--- config.mk ---
export PLATFORM = sky130hd
export DESIGN_NAME = bin2bcd_seq_flat
export DESIGN_NICKNAME = d
export VERILOG_FILES = /design/src/rtl/bin2bcd_seq_if.sv /design/src/rtl/bin2bcd_seq.sv /design/src/flat_wrapper.sv
export SDC_FILE = /design/constraint.sdc
export NUM_CORES = 1
export LEC_CHECK = 0
export BUFFER_PORTS_ARGS = -buffer_cell sky130_fd_sc_hd__buf_2
export CORE_UTILIZATION = 57
export CTS_CLUSTER_DIAMETER = 200
export DETAILED_ROUTE_END_ITERATION = 12
export PLACE_DENSITY = 0.89
export REMOVE_ABC_BUFFERS = 1
export SLEW_MARGIN = 40
export SYNTH_ARGS = -nofsm -noshare
export SYNTH_HDL_FRONTEND = slang
export SYNTH_SLANG_ARGS = --single-unit
--- constraint.sdc ---
create_clock -name clk -period 1.5 [get_ports clk]
set_input_delay 0.15 -clock clk [delete_from_list [all_inputs] [get_ports clk]]
set_output_delay 0.15 -clock clk [all_outputs]
set_load 0.01 [all_outputs]
--- src/rtl/bin2bcd_seq_if.sv ---
`default_nettype none
// ============================================================================
// Module      : bin2bcd_seq_if
// Description : Request/result bundle between a binary source and the
//               sequential binary-to-BCD converter.
// Revision    : 1.0 - initial release
// ============================================================================
interface bin2bcd_seq_if #(
  parameter int IN_WIDTH = 16
);
  logic                start;
  logic [IN_WIDTH-1:0] bin;
  logic                busy;
  logic                done;
  logic                ovf;
  logic [3:0]          num1;
  logic [3:0]          num2;
  logic [3:0]          num3;
  logic [3:0]          num4;

  // Requester side: issues start/bin, observes the converted digits
  modport master (
    output start, bin,
    input  busy, done, ovf, num1, num2, num3, num4
  );

  // Converter side
  modport slave (
    input  start, bin,
    output busy, done, ovf, num1, num2, num3, num4
  );
endinterface
`default_nettype wire

--- src/rtl/bin2bcd_seq.sv ---
`default_nettype none
// ============================================================================
// Module      : bin2bcd_seq
// Description : Sequential shift-and-add-3 (double dabble) binary-to-BCD
//               converter, one input bit per clock. Results above 9999
//               saturate to 9999 and raise ovf. Digit outputs are registered
//               and only change when a conversion completes.
// Revision    : 1.0 - initial release
// ============================================================================
module bin2bcd_seq #(
  parameter int IN_WIDTH = 16   // legal range 4..16; must match the interface
) (
  input  wire             clk,
  input  wire             rst_n,
  bin2bcd_seq_if.slave    bus
);

  localparam int ACC_W   = 20;  // five BCD digits, enough for 2^16-1
  localparam int DIGITS  = 5;

  typedef enum logic [1:0] {
    S_IDLE   = 2'd0,
    S_SHIFT  = 2'd1,
    S_FINISH = 2'd2
  } state_t;

  state_t                r_state;
  logic [IN_WIDTH-1:0]   r_shift;
  logic [ACC_W-1:0]      r_acc;
  logic [4:0]            r_cnt;
  logic                  r_busy;
  logic                  r_done;
  logic                  r_ovf;
  logic [3:0]            r_num1;
  logic [3:0]            r_num2;
  logic [3:0]            r_num3;
  logic [3:0]            r_num4;

  logic [ACC_W-1:0]          w_adj;
  logic [ACC_W+IN_WIDTH-1:0] w_shifted;

  // Add 3 to every accumulator digit that is 5 or more, ahead of the shift
  for (genvar d = 0; d < DIGITS; d++) begin : g_digit_adj
    assign w_adj[4*d +: 4] = (r_acc[4*d +: 4] >= 4'd5) ? (r_acc[4*d +: 4] + 4'd3)
                                                        : r_acc[4*d +: 4];
  end

  assign w_shifted = {w_adj, r_shift} << 1;

  // Conversion FSM: capture, shift IN_WIDTH times, then publish the digits
  always_ff @(posedge clk or negedge rst_n) begin
    if (!rst_n) begin
      r_state <= S_IDLE;
      r_shift <= '0;
      r_acc   <= '0;
      r_cnt   <= '0;
      r_busy  <= 1'b0;
      r_done  <= 1'b0;
      r_ovf   <= 1'b0;
      r_num1  <= 4'd0;
      r_num2  <= 4'd0;
      r_num3  <= 4'd0;
      r_num4  <= 4'd0;
    end else begin
      r_done <= 1'b0;
      case (r_state)
        S_IDLE: begin
          if (bus.start) begin
            r_shift <= bus.bin;
            r_acc   <= '0;
            r_cnt   <= 5'(IN_WIDTH);
            r_busy  <= 1'b1;
            r_state <= S_SHIFT;
          end
        end
        S_SHIFT: begin
          {r_acc, r_shift} <= w_shifted;
          r_cnt            <= r_cnt - 5'd1;
          if (r_cnt == 5'd1) begin
            r_state <= S_FINISH;
          end
        end
        S_FINISH: begin
          // A non-zero ten-thousands digit means the value exceeds 9999
          if (r_acc[19:16] != 4'd0) begin
            r_num1 <= 4'd9;
            r_num2 <= 4'd9;
            r_num3 <= 4'd9;
            r_num4 <= 4'd9;
            r_ovf  <= 1'b1;
          end else begin
            r_num1 <= r_acc[3:0];
            r_num2 <= r_acc[7:4];
            r_num3 <= r_acc[11:8];
            r_num4 <= r_acc[15:12];
            r_ovf  <= 1'b0;
          end
          r_done  <= 1'b1;
          r_busy  <= 1'b0;
          r_state <= S_IDLE;
        end
        default: begin
          r_busy  <= 1'b0;
          r_state <= S_IDLE;
        end
      endcase
    end
  end

  assign bus.busy = r_busy;
  assign bus.done = r_done;
  assign bus.ovf  = r_ovf;
  assign bus.num1 = r_num1;
  assign bus.num2 = r_num2;
  assign bus.num3 = r_num3;
  assign bus.num4 = r_num4;

endmodule
`default_nettype wire
--- src/flat_wrapper.sv ---
// flat-port wrapper written by rule: the top's interface ports become plain ports
module bin2bcd_seq_flat 
#(
  parameter int IN_WIDTH = 16                                                 
)
  (clk, rst_n, bus_start, bus_bin, bus_busy, bus_done, bus_ovf, bus_num1, bus_num2, bus_num3, bus_num4);
  bin2bcd_seq_if #(.IN_WIDTH(IN_WIDTH)) bus_i ();
  input  wire clk;
  input  wire rst_n;
  input wire logic [$bits(bus_i.start)-1:0] bus_start;
  input wire logic [$bits(bus_i.bin)-1:0] bus_bin;
  output wire logic [$bits(bus_i.busy)-1:0] bus_busy;
  output wire logic [$bits(bus_i.done)-1:0] bus_done;
  output wire logic [$bits(bus_i.ovf)-1:0] bus_ovf;
  output wire logic [$bits(bus_i.num1)-1:0] bus_num1;
  output wire logic [$bits(bus_i.num2)-1:0] bus_num2;
  output wire logic [$bits(bus_i.num3)-1:0] bus_num3;
  output wire logic [$bits(bus_i.num4)-1:0] bus_num4;
  assign bus_i.start = bus_start;
  assign bus_i.bin = bus_bin;
  assign bus_busy = bus_i.busy;
  assign bus_done = bus_i.done;
  assign bus_ovf = bus_i.ovf;
  assign bus_num1 = bus_i.num1;
  assign bus_num2 = bus_i.num2;
  assign bus_num3 = bus_i.num3;
  assign bus_num4 = bus_i.num4;
  bin2bcd_seq #(.IN_WIDTH(IN_WIDTH)) u_core (.clk(clk), .rst_n(rst_n), .bus(bus_i));
endmodule
## After elaboration in Yosys (flattened, before gate mapping)

Index checks and enable logic that the tools add are counted.

| word-level totals | value |
|---|---|
| input bits | 19 |
| register bits | 62 |
| logic and storage cells | 56 |
| output and inout bits | 19 |

| operators by class | value |
|---|---|
| bitwise gates (word level) | 1 |
| reduce and logical (&&, ||, !) cells | 6 |
| muxes and demuxes | 22 |
| $lt $le $gt $ge | 5 |
| add/subtract/negate cells | 6 |
| equality and inequality tests | 5 |

Operators with widths:

| cell | count |
|---|---|
| 20-bit case mux with 2 select lines | 1 |
| 4-bit 2-to-1 mux | 8 |
| 16-bit case mux with 2 select lines | 1 |
| 4-bit by 3-bit greater-or-equal comparator with 1-bit output (second input constant) | 5 |
| 20-bit 2-to-1 mux | 1 |
| 4-bit by 2-bit adder with 4-bit output (second input constant) | 4 |
| 16-bit 2-to-1 mux | 1 |
| 5-bit case mux with 2 select lines | 1 |
| 2-bit AND reduction | 3 |
| 5-bit by 1-bit equality test with 1-bit output (second input constant) | 1 |
| 5-bit 2-to-1 mux | 1 |
| 5-bit by 1-bit subtractor with 5-bit output (second input constant) | 1 |
| 2-bit 2-to-1 mux | 2 |
| 2-bit case mux with 2 select lines | 1 |
| 4-bit nonzero test | 1 |
| 3-bit by 2-bit adder with 3-bit output (second input constant) | 1 |
| 1-bit 2-to-1 mux | 3 |
| 3-bit 2-to-1 mux | 1 |
| 2-bit by 1-bit equality test with 1-bit output (second input constant) | 1 |
| 2-bit equality test (second input constant) | 1 |
| 2-bit logical NOT | 1 |
| 2-bit by 1-bit inequality test with 1-bit output (second input constant) | 1 |
| 2-bit inequality test (second input constant) | 1 |
| 1-bit case mux with 2 select lines | 1 |
| 2 further kinds | 2 |

## Logic depth before layout (Yosys ltp)

| logic depth | value |
|---|---|
| word-level depth | 3 |
| gate-level depth with buffers | 6 |
| mapped depth without buffers | 5 |

## Worst setup path before layout

OpenSTA, ideal clock, no wires.

| timing path | value |
|---|---|
| path kind | reg-to-reg |
| from | reg u_core.r_acc[0] |
| to | reg u_core.r_acc[2] |
| slack | 164 ps |
| arrival time | 1220 ps |
| path buffers | 0 |
| required time | 1384 ps |
| setup time | 116 ps |
| stages on the path, launching flop included | 6 |
| path through | dfrtp_1 > inv_1 > ha_1 > nor2b_1 > o21a_1 > o311ai_0 |

| between the ends | value |
|---|---|
| longest elaborated chain between the ends | 3 |
| elaborated cells between the ends (all ways) | 4 |
| classes of those cells | add/sub (1); order compare (1); mux (2) |

RTL lines:

| element | RTL line | source |
|---|---|---|
| from (decl) | bin2bcd_seq.sv:29 | `logic [ACC_W-1:0] r_acc;` |
| from (signal assigned) | bin2bcd_seq.sv:77 | `{r_acc, r_shift} <= w_shifted;` |
| 4-bit by 2-bit adder with 4-bit output / 4-bit by 3-bit greater-or-equal comparator with 1-bit output (equally long branches) | bin2bcd_seq.sv:44 | `assign w_adj[4*d +: 4] = (r_acc[4*d +: 4] >= 4'd5) ? (r_acc[4*d +: 4] + 4'd3)` |
| 4-bit 2-to-1 mux (*) | bin2bcd_seq.sv:44 |  |
| 20-bit case mux with 2 select lines (*) | bin2bcd_seq.sv:66 | `case (r_state)` |

Mark *: on every way between the ends. The rest lies on a longest branch, timed or not.
A chain may end at the register's enable or synchronous reset.

## Worst setup path in the final report

| timing path | value |
|---|---|
| from | reg u_core.r_acc[12] |
| to | reg u_core.r_acc[16] |

The elaborated chain is that of the path after synthesis.

==> impl_metrics.json <==
{
  "run_status": "finished clean",
  "timing.final.crit_share_pct": 96.3,
  "detail-route-antenna-nets": 0,
  "cts-buffers-inserted": 9,
  "critPathLaunchType": "register",
  "synth_register_bits": 62,
  "p_sw_share_pct": 38.5,
  "die-width_um": 74.3,
  "grt_max_degree": 24,
  "path_max_fanout": 4,
  "floorplan.die_area_um2": 5520,
  "post-place-cells": 400,
  "fin_crit_ps": 1440,
  "number_of_flops_mapped_to_enable_cells_by_yosys": 0,
  "initial_utilization_pct": 61.0,
  "vias_in_the_first_global_route": 2377,
  "drt_pre_antenna_iters": 4,
  "worst_reg_to_reg_path_cell_count": 5,
  "synth.top_cells.by_count": "62 x sky130_fd_sc_hd__dfrtp_1, 37 x sky130_fd_sc_hd__nand2_1, 30 x sky130_fd_sc_hd__o21ai_0, 24 x sky130_fd_sc_hd__inv_1, 14 x sky130_fd_sc_hd__nor2_1",
  "layout.nets": 382,
  "synth_area_leaders": "sky130_fd_sc_hd__dfrtp_1 52%, sky130_fd_sc_hd__ha_1 5.5%, sky130_fd_sc_hd__o21ai_0 5.0%, sky130_fd_sc_hd__nand2_1 4.7%, sky130_fd_sc_hd__a22oi_1 3.3%",
  "drcViolationCount": 0,
  "regToRegStartpoint": "u_core.r_acc[12]",
  "synth.yosys.warnings": 0,
  "count_of_buffers_from_port_buffering": 37,
  "clock-root-buffer": "sky130_fd_sc_hd__clkbuf_8",
  "syn-mean-instance-area_um2": 10.2,
  "place.detailed.hpwl_um": 4520,
  "synth_top_area_share_pct": 52.1,
  "synth-seq-area-share_pct": 52.1,
  "post_drt_via_cell_ratio": 5.82,
  "min_delay_worst_endpoint": "u_core.r_shift[0]",
  "antenna_found_initial": 0,
  "drv_cap": 0,
  "antenna_diodes": 0,
  "cts_sinks": 62,
  "grt_util_all_layers_pct": 26.8,
  "insertion_delay_ps": 340,
  "cp.arrival_ps": 1700,
  "dr_total_vias": 2458,
  "grt_first_pass_wirelength_um": 10800,
  "tritoncts": "built",
  "switchingPower_mw": 2.76,
  "power.share.sequential_pct": 38.1,
  "clock_power_share_pct": 18.7,
  "clock.fmax_mhz": 692,
  "postRouteWirelength_um": 6620,
  "finalHoldViolCount": 0,
  "final-instance-count-excl-fill": 422,
  "max-clock-path-buffers": 2,
  "mappedNetlistArea_um2": 2980,
  "wl_per_cell_um": 15.7,
  "fraction_of_final_layout_cells_sized_beyond_drive_strength_1_pct": 26.8,
  "power.density_cell_area_nw_per_um2": 1980,
  "clock_pin_slew_of_the_registers_on_the_worst_case_setup_and_hold_paths_ps": 60,
  "cell_type_with_the_highest_aggregate_area_in_the_netlist": "sky130_fd_sc_hd__dfrtp_1",
  "cellLeakagePower_nw": 1.66,
  "hold_path.startpoint": "bus_bin[0]",
  "drtIter0Drc": 136,
  "cell_internal_power_mw": 4.42,
  "setup.worst_path.class": "register to register",
  "timing.final.setup_violations": 0,
  "die_y_um": 74.3,
  "skew_ps": 5.71,
  "holdCritPathClass": "input pin to register",
  "power_frac_comb_pct": 43.2,
  "critPathCaptureType": "register",
  "timing.critical_path.required_ps": 1750,
  "critPathLaunch": "u_core.r_acc[12]",
  "worstHoldPathCells": 3,
  "synth_cell_types": 40,
  "floorplan.rows": 25,
  "syn2layout_area_growth_pct": 21.8,
  "critical_path.reg2reg.endpoint": "u_core.r_acc[16]",
  "floorplan.io_pins": 38,
  "htreeDepth": 3,
  "synth-main-ff-cell": "sky130_fd_sc_hd__dfrtp_1",
  "core_area_um2": 4880,
  "synth.most_common_cell": "sky130_fd_sc_hd__dfrtp_1",
  "synth-async-reset-ratio_pct": 100,
  "finalMaxSlewViolations": 0,
  "unrepaired_setup_endpoints_after_global_routing": "yes",
  "regToRegSetupSlack_ps": 60,
  "grt_overflow": 0,
  "relSlewSlack_pct": 61.8,
  "routabilityCongestion": 0.790,
  "post-layout-total-power_mw": 7.18,
  "worst_slew_pin_tran_ps": 573,
  "instance_count_of_the_mapped_netlist": 291,
  "peakVddDrop_mv": 1.20
}
==> power by group through the flow <==
| stage | Clock [mW] | Combinational [mW] | Sequential [mW] |
|---|---|---|---|
| 2_1_floorplan | 0 | 1.74 | 2.79 |
| 6_report | 1.34 | 3.10 | 2.74 |
| 3_3_place_gp | 0 | 2.73 | 2.71 |
| 5_1_grt | 1.44 | 3.45 | 2.82 |
| 4_1_cts | 1.36 | 2.91 | 2.74 |
| 3_5_place_dp | 0 | 2.86 | 2.76 |
==> critical path, cell delays in order (launching register included) <==
cell                      delay [ps]
sky130_fd_sc_hd__dfrtp_1         370
sky130_fd_sc_hd__inv_1           110
sky130_fd_sc_hd__ha_1            240
sky130_fd_sc_hd__nor2b_2         180
sky130_fd_sc_hd__o21a_1          210
sky130_fd_sc_hd__o32ai_2         240
==> cell families (layout without fill, tap and decap cells) <==
group           after synthesis  in the layout  share of synthesized area [%]
buf+inv                      41            105                           6.18
fa+ha+maj                    13             13                           5.46
mux                           1              1                          0.336
xor+xnor                      4              4                           1.18
simple gates                 72             72                           11.1
flops                        62             62                           52.1
compound gates               98             98                           23.7
==> per-stage QoR <==
step	hold WS [ps]	instance area, um2	setup TNS (ps)	util (%)	worst slack, ps
2_1_floorplan	-146	2890	-6590	-	-253
3_3_place_gp	162	3350	0	68.7	89.7
3_5_place_dp	171	3350	-31.2	68.7	-31.2
4_1_cts	24.5	3540	0	72.6	22.1
5_1_grt	26.3	3630	-33.6	74.3	-20.4
6_report	37.1	3630	0	74.3	55.4
==> state kept, by name, summed over array words and instances, names as in the netlist <==
name             cells
u_core.r_cnt         5
u_core.bus.done      1
u_core.bus.num1      4
u_core.bus.busy      1
u_core.r_acc        20
u_core.bus.ovf       1
u_core.bus.num4      4
u_core.bus.num3      4
u_core.r_shift      16
u_core.bus.num2      4
u_core.r_state       2
==> what timing repair did <==
item,4_1_cts,5_1_grt
endpoints found under the setup margin,1,13
buffers inserted,0,5
endpoints found under the hold margin,21,0
resized for setup,1,11
hold buffers,1,0
==> final cells by class <==
| cell class | instances | area, um2 |
|---|---|---|
| clock buffer | 16 | 180 |
| fill | 366 | 1250 |
| inverter | 25 | 93.8 |
| multi-input combinational | 188 | 1290 |
| sequential | 62 | 1550 |
| tap | 67 | 83.8 |
| timing repair buffer | 64 | 428 |
==> metal layers <==
| metal | up-vias | track usage [%] | part of all wire (%) |
|---|---|---|---|
| met4 | 0 | 10.3 | 1.9 |
| met5 | - | 0 | 0 |
| met2 | 73 | 43.8 | 50 |
| met3 | 14 | 8.67 | 4.0 |
| met1 | 1203 | 33.3 | 44 |
| li1 | 1168 | - | - |
==> placed cells by master (no fill, tap or decap), types with 2 or more instances in the layout <==
master,netlist,routed
sky130_fd_sc_hd__o221ai_1,5,5
sky130_fd_sc_hd__o31ai_1,5,5
sky130_fd_sc_hd__clkbuf_8,0,12
sky130_fd_sc_hd__nor2b_2,0,4
sky130_fd_sc_hd__o21ai_1,2,2
sky130_fd_sc_hd__o21a_1,5,5
sky130_fd_sc_hd__nor2_1,14,14
sky130_fd_sc_hd__a21oi_1,2,2
sky130_fd_sc_hd__buf_2,12,37
sky130_fd_sc_hd__o311ai_1,3,2
sky130_fd_sc_hd__dfrtp_1,62,62
sky130_fd_sc_hd__ha_1,13,13
sky130_fd_sc_hd__inv_1,24,24
sky130_fd_sc_hd__clkbuf_1,1,4
sky130_fd_sc_hd__nand3_1,3,3
sky130_fd_sc_hd__a32o_1,5,5
sky130_fd_sc_hd__nand2b_1,2,2
sky130_fd_sc_hd__buf_12,0,3
sky130_fd_sc_hd__a21oi_2,8,8
sky130_fd_sc_hd__nand2_1,37,37
sky130_fd_sc_hd__and3b_1,2,2
sky130_fd_sc_hd__xnor2_1,4,4
sky130_fd_sc_hd__o21ai_0,30,30
sky130_fd_sc_hd__o32ai_1,4,3
sky130_fd_sc_hd__buf_4,2,23
sky130_fd_sc_hd__o2111ai_1,10,10
sky130_fd_sc_hd__o311ai_2,0,3
sky130_fd_sc_hd__and3_1,2,2
sky130_fd_sc_hd__a22oi_1,13,13
==> how the worst max path moves through the flow <==
stage               cells past startpoint               end  slack (ps)
floorplan                               3   u_core.r_acc[2]        -250
global placement                        5  u_core.r_acc[10]          90
detailed placement                      5   u_core.r_acc[2]         -30
CTS                                     5  u_core.r_acc[16]          20
global route                            5  u_core.r_acc[12]         -20
finish                                  5  u_core.r_acc[16]          60
(Power assumes the default switching activity.)
